[src/rtl/sine_quadrant_unfold.sv]
// DDS back end: delays the phase quadrant alongside the quarter-wave LUT read
// and unfolds the magnitude into a full-wave offset-binary sample.
//
// Ports:
//   clk, rst_n     clock, async active-low reset
//   in_valid       phase word presented to the folding stage this cycle
//   quad_in        phase[9:8] of that phase word
//   lut_data       LUT magnitude, valid ADDR_LAT+LUT_LAT cycles after in_valid
//   sample_out     offset-binary sample (midscale 2^DW)
//   sample_valid   one-cycle strobe, sample_out updated this cycle
//   zero_cross     one-cycle pulse on a negative->positive crossing
//   period_cnt     rising crossings since reset (wraps)
`timescale 1ns/1ps
module sine_quadrant_unfold #(
  parameter int ADDR_LAT = 1,
  parameter int LUT_LAT  = 1,
  parameter int DW       = 8,
  parameter int CNT_W    = 16
) (
  input  logic             clk,
  input  logic             rst_n,
  input  logic             in_valid,
  input  logic [1:0]       quad_in,
  input  logic [DW-1:0]    lut_data,
  output logic [DW:0]      sample_out,
  output logic             sample_valid,
  output logic             zero_cross,
  output logic [CNT_W-1:0] period_cnt
);

  localparam int D = ADDR_LAT + LUT_LAT;

  logic [D-1:0] tag_v;
  logic [1:0]   tag_q [D];

  logic          tv;
  logic [1:0]    tq;
  logic [DW:0]   unf;
  logic          rise;
  logic          have_prev;
  logic          prev_half;

  always_ff @(posedge clk or negedge rst_n) begin
    if (!rst_n) begin
      tag_v <= '0;
    end else begin
      tag_v[0] <= in_valid;
      for (int i = 1; i < D; i++) begin
        tag_v[i] <= tag_v[i-1];
      end
    end
  end

  // Quadrant tags carry no state of their own; the valid bits gate them.
  always_ff @(posedge clk) begin
    tag_q[0] <= quad_in;
    for (int i = 1; i < D; i++) begin
      tag_q[i] <= tag_q[i-1];
    end
  end

  assign tv = tag_v[D-1];
  assign tq = tag_q[D-1];

  // Positive half: 2^DW + m. Negative half: 2^DW - 1 - m, i.e. ~m.
  assign unf = tq[1] ? {1'b0, ~lut_data} : {1'b1, lut_data};

  assign rise = tv & have_prev & prev_half & ~tq[1];

  always_ff @(posedge clk or negedge rst_n) begin
    if (!rst_n) begin
      sample_out   <= {1'b1, {DW{1'b0}}};
      sample_valid <= 1'b0;
      zero_cross   <= 1'b0;
      period_cnt   <= '0;
      have_prev    <= 1'b0;
      prev_half    <= 1'b0;
    end else begin
      sample_valid <= tv;
      zero_cross   <= rise;
      if (tv) begin
        sample_out <= unf;
        have_prev  <= 1'b1;
        prev_half  <= tq[1];
      end
      if (rise) begin
        period_cnt <= period_cnt + CNT_W'(1);
      end
    end
  end

endmodule

[config.mk]
export PLATFORM = sky130hd
export DESIGN_NAME = sine_quadrant_unfold
export DESIGN_NICKNAME = d
export VERILOG_FILES = /design/src/rtl/sine_quadrant_unfold.sv
export SDC_FILE = /design/constraint.sdc
export NUM_CORES = 1
export LEC_CHECK = 0
export ABC_CLOCK_PERIOD_IN_PS = 3890
export CORE_MARGIN = 2
export CORE_UTILIZATION = 49
export CTS_CLUSTER_DIAMETER = 80
export DETAILED_ROUTE_END_ITERATION = 6
export HOLD_SLACK_MARGIN = 0.15
export PLACE_DENSITY = 0.87
export SLEW_MARGIN = 10
export SYNTH_ARGS = -nofsm -noshare
export SYNTH_HDL_FRONTEND = slang
export SYNTH_SLANG_ARGS = --single-unit
[constraint.sdc]
create_clock -name clk -period 3.89 [get_ports clk]
set_clock_uncertainty 0.2 [all_clocks]
set_input_delay 0.778 -clock clk [delete_from_list [all_inputs] [get_ports clk]]
set_output_delay 0.778 -clock clk [all_outputs]
set_load 0.01 [all_outputs]
# Word level (Yosys, flattened, before mapping)
# Memories as Yosys holds them, arrays and structs flattened.
# Index checks and enable logic that the tools add are counted.
# op_classes
add_sub_neg	1
muxes	1
bitwise_logic	5
# ops
operator	n
16-bit by 1-bit adder with 16-bit output (second input constant)	1
9-bit two-way mux	1
8-bit NOT	1
1-bit bitwise AND	3
1-bit NOT	1
# word_totals
regBits	31
ram_bits	4
inputBits	13
output_inout_bits	27
word_cells	15
memories	1
# memory_table
memory	depth	word_bits	rd	rd_clocked_by_memory_dff	write_ports	line_no	source
tag_q	2	2	2	0	2	34	logic [1:0] tag_q [D];

# Depth between registers and ports, before layout
# Gate-level depths: netlist (run 1).
# logic_depth
ltp_word	3
ltp_mapped	5
mapped_depth_nobuf	5

# Worst setup path after synthesis (run 1)
# No wires, ideal clock.
# synth_timing
path_kind	reg-to-output
startpoint	register sample_out[8]
endpoint	output port sample_out[8]
arrival_time_ns	0.529
required_ns	2.912
slack_ns	2.383
path_stages_with_launch	1
path_buffers	0
cell_sequence	dfstp_2
# synth_rtl
item	line_no	source
from (decl)	25	output logic [DW:0] sample_out,
from (signal assigned)	72	sample_out <= {1'b1, {DW{1'b0}}};
from (signal assigned)	82	sample_out <= unf;
# No word-level cell between the ends.

# Final worst setup path (run 1)
# layout_timing
startpoint	register sample_out[8]
endpoint	output port sample_out[8]
# No word-level cell between the ends.

==> reports/results.tsv, run 1 <==
stage	metric	value	unit
outcome	status	complete, no violations	
drt	WL/cell	13.5	µm
timing	Slew Viols, Final	0	
cts	Longest Clk Path Bufs	2	
power_and_ir_drop	Leak	0.817	nW
timing	max_slew headroom	55.7	%
drt	via count	956	
timing	minimum clock period	2.38	ns
worst_setup_path	WP buf/inv	1	
floorplanning	Die H	56.8	µm
global_route	number of antenna violations at the first check in global routing	0	
synth	#FFs+latches synth	33	
worst_setup_path	CP required	2.91	ns
worst_setup_path	Worst Path Arrival	1.40	ns
synth	Cell Area, Synth	1370	µm²
floorplanning	Site Rows	19	
layout	fill count	220	
synth	area fraction of the dominant cell type after synthesis	54.9	%
global_route	total track usage	18.4	%
drt	routed vias/inst	5.09	
worst_setup_path	cells along the critical path	clkdlybuf4s50_1	
worst_setup_path	CP delay by family, top	flip-flops	
cts	Post-CTS Resized	0	
timing	Max Freq	420	MHz
timing	RSZ-0062 raised after global routing	no	
cts	clk_lat worst skew	0.33	ns
timing	hold slack final	0.153	ns
worst_setup_path	critical-path cell with the highest stage delay	dfstp_2	
synth	Synth cell types	25	
worst_setup_path	Slowest Stage Delay on Critical Path	0.55	ns
timing	setup TNS	0	ns
cts	clk sink count	33	
synth	syn avg cell area	12.2	µm²
layout	post-route cell area	1840	µm²
floorplanning	core box area	2710	µm²
floorplanning	IO Pins	40	
drt	DRC violations left	0	
timing	final hold vios	0	
synth	yosys warns	0	
global_route	total congestion overflow	0	
timing	# setup viols final	0	
placed_design	Port Buffers	38	
cts	H-tree depth	2	
global_route	vias in the first global route	1043	
global_route	first-pass GRT wire length	4.51	mm
cts	TritonCTS Buffers	5	
worst_setup_path	CP endpoint kind	output pin	
global_route	largest net degree at the start of global routing	32	
timing	final period utilization	61.2	%
drt	Final ANT Viol Nets	0	
cts	clock slew at reported path FFs	0.10	ns
drt	initial drt markers	13	
cts	clock root cell	clkbuf_4	
power_and_ir_drop	P per Cell Area	425	nW/µm²
placed_design	DP Wirelength	1.88	mm
timing	slew at the pin closest to its max-slew limit	0.665	ns
synth	ranking of synthesized cells by area	dfrtp_1 (55%), xnor2_1 (10%), xor2_1 (4.5%)	
floorplanning	die area	3230	µm²
power_and_ir_drop	Worst IR Drop VDD	0.301	mV
synth	post-synthesis cell count	112	
layout	ant diodes	0	
layout	Multi-input gate area	528	µm²
layout	sequential cell area	817	µm²
placed_design	Placed Area	1780	µm²
worst_setup_path	Critical Path Fanout Max	2	
drt	final WL	2.53	mm
drt	drt pass-1 iters	4	
synth	biggest area consumer among synthesized cells	dfrtp_1	
floorplanning	Horiz. Die Dim	56.8	µm
layout	final-stage net count	170	
cts	CTS tree	done	
flow_run	Max-Cap Viols	0	
layout	synthesis-to-finish area growth	34.4	%
synth	Mapped Nets	126	
layout	proportion of layout cells with a drive suffix above 1	11.5	%
worst_hold_path	Hold Crit Class	reg2reg	
worst_setup_path	crit path launch type	flop	
synth	Seq/Total Area, Yosys	59.7	%
placed_design	Final GP Congestion	0.736	
floorplanning	initial cell density of the core	50.5	%
worst_setup_path	Setup CP Type	reg2out	
synthesized netlist by cell type, drive strengths merged:
cell,instances
mux2,1
ha,1
mux2i,1
dfxtp,2
or2,1
nor3,4
nand4,4
xnor2,16
nand2,8
dfrtp,30
and3,3
nor2,10
nand4b,1
a21oi,8
buf,3
xor2,7
and2,2
dfstp,1
inv,2
and4,2
nand3,5
sequential cells by signal, indices dropped and copies added (netlist names):
register and count:
zero_cross 1, sample_valid 1, period_cnt 16, tag_q 2, have_prev 1, prev_half 1, tag_v 2, sample_out 9
worst paths after layout:
| check | startpoint | to | slack (ns) | depth (start not counted) |
|---|---|---|---|---|
| min in group asynchronous | rst_n | sample_out[0] | 0.62 | 2 |
| max reg2reg | tag_v[1] | period_cnt[13] | 1.91 | 5 |
| min | tag_v[0] | tag_v[1] | 0.15 | 0 |
| max | sample_out[8] | sample_out[8] | 1.51 | 1 |
| min reg2reg | tag_v[0] | tag_v[1] | 0.15 | 0 |
| max in group asynchronous | rst_n | sample_out[8] | 2.56 | 2 |
what timing repair did:
action	4_1_cts	5_1_grt
endpoints found under the hold margin	1	0
setup endpoints to repair	0	0
hold buffers	1	0
buffers inserted	0	0
cell families after synthesis:
family	after synthesis	share of synthesized area, %
adders and majority gates	1	0.915
xor gates and xnor gates	23	14.7
buffers and inverters	5	1.65
muxes	2	1.56
and+or+nand+nor	40	18.5
AOI/OAI and AO/OA	8	2.93
DFF	33	59.7
layout make-up:
type                       instances  share of cell area, %
sequential                        33                   44.5
timing repair buffer              40                   21.6
multi-input combinational         74                   28.7
tap                               31                   2.11
clock buffer                       8                   2.65
inverter                           2                  0.408
layout by cell type, fill, tap and decap left out, types with 2 or more instances in the layout:
| master | n |
|---|---|
| clkbuf_1 | 3 |
| nand2_1 | 8 |
| and3_1 | 2 |
| dfxtp_1 | 2 |
| xor2_1 | 7 |
| xnor2_1 | 16 |
| a21oi_1 | 8 |
| nand3_1 | 5 |
| clkbuf_4 | 5 |
| nor3_2 | 3 |
| nor2_1 | 10 |
| clkdlybuf4s50_1 | 38 |
| nand4_1 | 3 |
| and4_4 | 2 |
| and2_1 | 2 |
| dfrtp_1 | 30 |
metal layers:
layer | vias to the layer above | GRT usage (%) | wire, µm
met5 | - | 0 | 0
met4 | 0 | 9.63 | 52
met3 | 8 | 4.15 | 77
met2 | 18 | 30.6 | 1330
met1 | 468 | 22.3 | 1070
li1 | 462 | - | -
power by group:
group | switching [mW] | internal [mW]
Clock | 0.110 | 0.0720
Combinational | 0.0768 | 0.0994
Sequential | 0.0427 | 0.380
Total | 0.229 | 0.551
per-stage QoR:
stage,power [mW],worst slack (ns),instances,util (%)
3_5_place_dp,0.607,1.88,179,65.7
6_report,0.780,1.51,188,67.8
3_3_place_gp,0.600,1.88,179,65.7
2_1_floorplan,0.501,2.38,112,-
4_1_cts,0.785,1.50,188,67.8
5_1_grt,0.826,1.47,188,67.8
(Power assumes the default switching activity.)
==> run 2: changes to the inputs <==
--- a/config.mk
+++ b/config.mk
@@ -5,13 +5,13 @@
 export SDC_FILE = /design/constraint.sdc
 export NUM_CORES = 1
 export LEC_CHECK = 0
-export ABC_CLOCK_PERIOD_IN_PS = 3890
+export ABC_CLOCK_PERIOD_IN_PS = 2450
 export CORE_MARGIN = 2
-export CORE_UTILIZATION = 49
+export CORE_UTILIZATION = 46
 export CTS_CLUSTER_DIAMETER = 80
 export DETAILED_ROUTE_END_ITERATION = 6
 export HOLD_SLACK_MARGIN = 0.15
-export PLACE_DENSITY = 0.87
+export PLACE_DENSITY = 0.83
 export SLEW_MARGIN = 10
 export SYNTH_ARGS = -nofsm -noshare
 export SYNTH_HDL_FRONTEND = slang
==> constraint.sdc (replaced) <==
create_clock -name clk -period 2.45 [get_ports clk]
set_clock_uncertainty 0.2 [all_clocks]
set_input_delay 0.49 -clock clk [delete_from_list [all_inputs] [get_ports clk]]
set_output_delay 0.49 -clock clk [all_outputs]
set_load 0.01 [all_outputs]
==> reports/results.tsv, run 2 (synthesis results as in run 1) <==
stage	metric	value	unit	change
cts	postcts setup bufs	0		unchanged
drt	routed vias/inst	5.10		was 5.09
placed_design	Final GP Congestion	0.739		was 0.736
floorplanning	initial cell density of the core	49.2	%	was 50.5%
worst_setup_path	CP endpoint kind	output pin		unchanged
worst_setup_path	WP buf/inv	1		unchanged
layout	Finished Layout Cells	189		was 188
timing	final setup margin	0.360	ns	was 1.51 ns
cts	TritonCTS Buffers	5		unchanged
timing	Max Freq	478	MHz	
timing	max_slew headroom	65.6	%	was 55.7%
cts	clock root cell	clkbuf_4		unchanged
flow_run	Max-Cap Viols	0		unchanged
power_and_ir_drop	Worst IR Drop VDD	0.526	mV	was 0.301 mV
cts	clock slew at reported path FFs	0.10	ns	about the same
global_route	vias in the first global route	971		was 1,043
layout	fin util	67.1	%	was 67.8%
cts	clk_lat worst skew	0.34	ns	was 0.33 ns
worst_hold_path	Hold Crit Class	reg2reg		unchanged
cts	hold buffers post-CTS	1		unchanged
timing	final hold vios	0		unchanged
worst_setup_path	crit path launch type	flop		unchanged
worst_setup_path	Setup CP Type	reg2out		unchanged
timing	minimum clock period	2.09	ns	
worst_setup_path	critical-path cell with the highest stage delay	dfstp_2		unchanged
global_route	first-pass GRT wire length	4.35	mm	was 4.51 mm
floorplanning	die area	3430	µm²	was 3230 µm²
power_and_ir_drop	Leak	0.837	nW	was 0.817 nW
floorplanning	Die H	58.5	µm	was 56.8 µm
timing	Slew Viols, Final	0		unchanged
drt	WL/cell	13.6	µm	was 13.5 µm
placed_design	Port Buffers	38		unchanged
placed_design	dpl ws	0.732	ns	was 1.88 ns
worst_setup_path	CP required	1.76	ns	was 2.91 ns
drt	final WL	2.57	mm	was 2.53 mm
cts	Longest Clk Path Bufs	2		unchanged
layout	ant diodes	0		unchanged
drt	via count	964		was 956
cts	clk sink count	33		unchanged
layout	final-stage net count	171		was 170
placed_design	Placed Area	1790	µm²	was 1780 µm²
worst_setup_path	cells along the critical path	clkdlybuf4s50_1		unchanged
layout	fill count	213		was 220
timing	# setup viols final	0		unchanged
cts	H-tree depth	2		unchanged
timing	hold slack final	0.162	ns	was 0.153 ns
floorplanning	core box area	2780	µm²	was 2710 µm²
global_route	largest net degree at the start of global routing	32		unchanged
layout	proportion of layout cells with a drive suffix above 1	13.9	%	was 11.5%
timing	setup TNS	0	ns	unchanged
layout	biggest regs	period_cnt: 16 flops, sample_out: 9 flops		unchanged
global_route	total congestion overflow	0		unchanged
global_route	number of antenna violations at the first check in global routing	0		unchanged
global_route	total track usage	17.8	%	was 18.4%
drt	drt pass-1 iters	3		was 4
timing	RSZ-0062 raised after global routing	no		unchanged
layout	synthesis-to-finish area growth	36.5	%	was 34.4%
floorplanning	Site Rows	19		unchanged
worst_setup_path	Critical Path Fanout Max	2		unchanged
power_and_ir_drop	P per Cell Area	696	nW/µm²	was 425 nW/µm²
layout	most frequent cells in the layout	clkdlybuf4s50_1 (38), dfrtp_1 (30), xnor2_1 (16), nor2_1 (10)		unchanged
placed_design	placed insts	180		was 179
worst_setup_path	Slowest Stage Delay on Critical Path	0.54	ns	was 0.55 ns
drt	DRC violations left	0		unchanged
layout	post-route cell area	1870	µm²	was 1840 µm²
timing	final period utilization	85.3	%	
power_and_ir_drop	Pwr Total	1.30	mW	was 0.780 mW
drt	initial drt markers	15		was 13
worst_setup_path	Worst Path Arrival	1.40	ns	about the same
floorplanning	IO Pins	40		unchanged
worst_setup_path	CP delay by family, top	flip-flops		unchanged
layout	largest reg by FF count	period_cnt		unchanged
cts	CTS tree	done		unchanged
placed_design	DP Wirelength	1.82	mm	was 1.88 mm
outcome	status	complete, no violations		unchanged
layout	number of flip-flops in the largest register	16		unchanged
cts	Post-CTS Resized	0		unchanged
layout	most common library cell in the layout ignoring fill and taps	clkdlybuf4s50_1		unchanged
timing	slew at the pin closest to its max-slew limit	0.516	ns	was 0.665 ns
drt	Final ANT Viol Nets	0		unchanged
floorplanning	Horiz. Die Dim	58.5	µm	was 56.8 µm
## run 2: area by class of cell
class | instances | area, µm² | area share, %
Clock buffer | 7 | 65.1 | 3.49
Clock inverter | 1 | 5.00 | 0.268
Inverter | 2 | 7.51 | 0.402
Multi-Input combinational cell | 74 | 528 | 28.3
Sequential cell | 33 | 817 | 43.8
Tap cell | 31 | 38.8 | 2.08
Timing Repair Buffer | 41 | 405 | 21.7
## run 2: worst paths after layout
kind | endpoint | from | slack [ns] | cells past startpoint
worst max-delay path | sample_out[8] | sample_out[8] | 0.36 | 1
worst min-delay path | tag_v[1] | tag_v[0] | 0.16 | 0
worst max register to register | period_cnt[6] | tag_q[0][3] | 0.75 | 5
worst min register to register | tag_v[1] | tag_v[0] | 0.16 | 0
max in group asynchronous | sample_out[8] | rst_n | 1.41 | 2
min in group asynchronous | sample_out[1] | rst_n | 0.33 | 2
## run 2: worst register-to-register path, delay by kind of cell, from the launching register on
family | cells | cell delay, ns
flops | 1 | 0.65
simple gates | 3 | 0.55
xor+xnor | 1 | 0.14
buf+inv | 1 | 0.08
## run 2: power by group
part	total [mW]	internal, mW	switching, mW
combinational	0.285	0.159	0.126
clock	0.348	0.166	0.182
sequential	0.666	0.603	0.0631
total	1.30	0.928	0.371
## run 2: layer usage
layer | vias to the layer above | wire length [µm] | GRT usage (%)
met5 | - | 0 | 0
met4 | 0 | 60 | 8.97
met3 | 6 | 127 | 7.69
met2 | 18 | 1320 | 27.4
met1 | 476 | 1060 | 21.3
li1 | 464 | - | -
==> run 3: changes to the inputs <==
--- a/config.mk
+++ b/config.mk
@@ -6,13 +6,13 @@
 export NUM_CORES = 1
 export LEC_CHECK = 0
 export ABC_CLOCK_PERIOD_IN_PS = 2450
+export CAP_MARGIN = 10
 export CORE_MARGIN = 2
 export CORE_UTILIZATION = 46
 export CTS_CLUSTER_DIAMETER = 80
 export DETAILED_ROUTE_END_ITERATION = 6
 export HOLD_SLACK_MARGIN = 0.15
 export PLACE_DENSITY = 0.83
-export SLEW_MARGIN = 10
 export SYNTH_ARGS = -nofsm -noshare
 export SYNTH_HDL_FRONTEND = slang
 export SYNTH_SLANG_ARGS = --single-unit
==> results of run 3 <==
Final layout, timing and power as in run 2 (identical DEF).
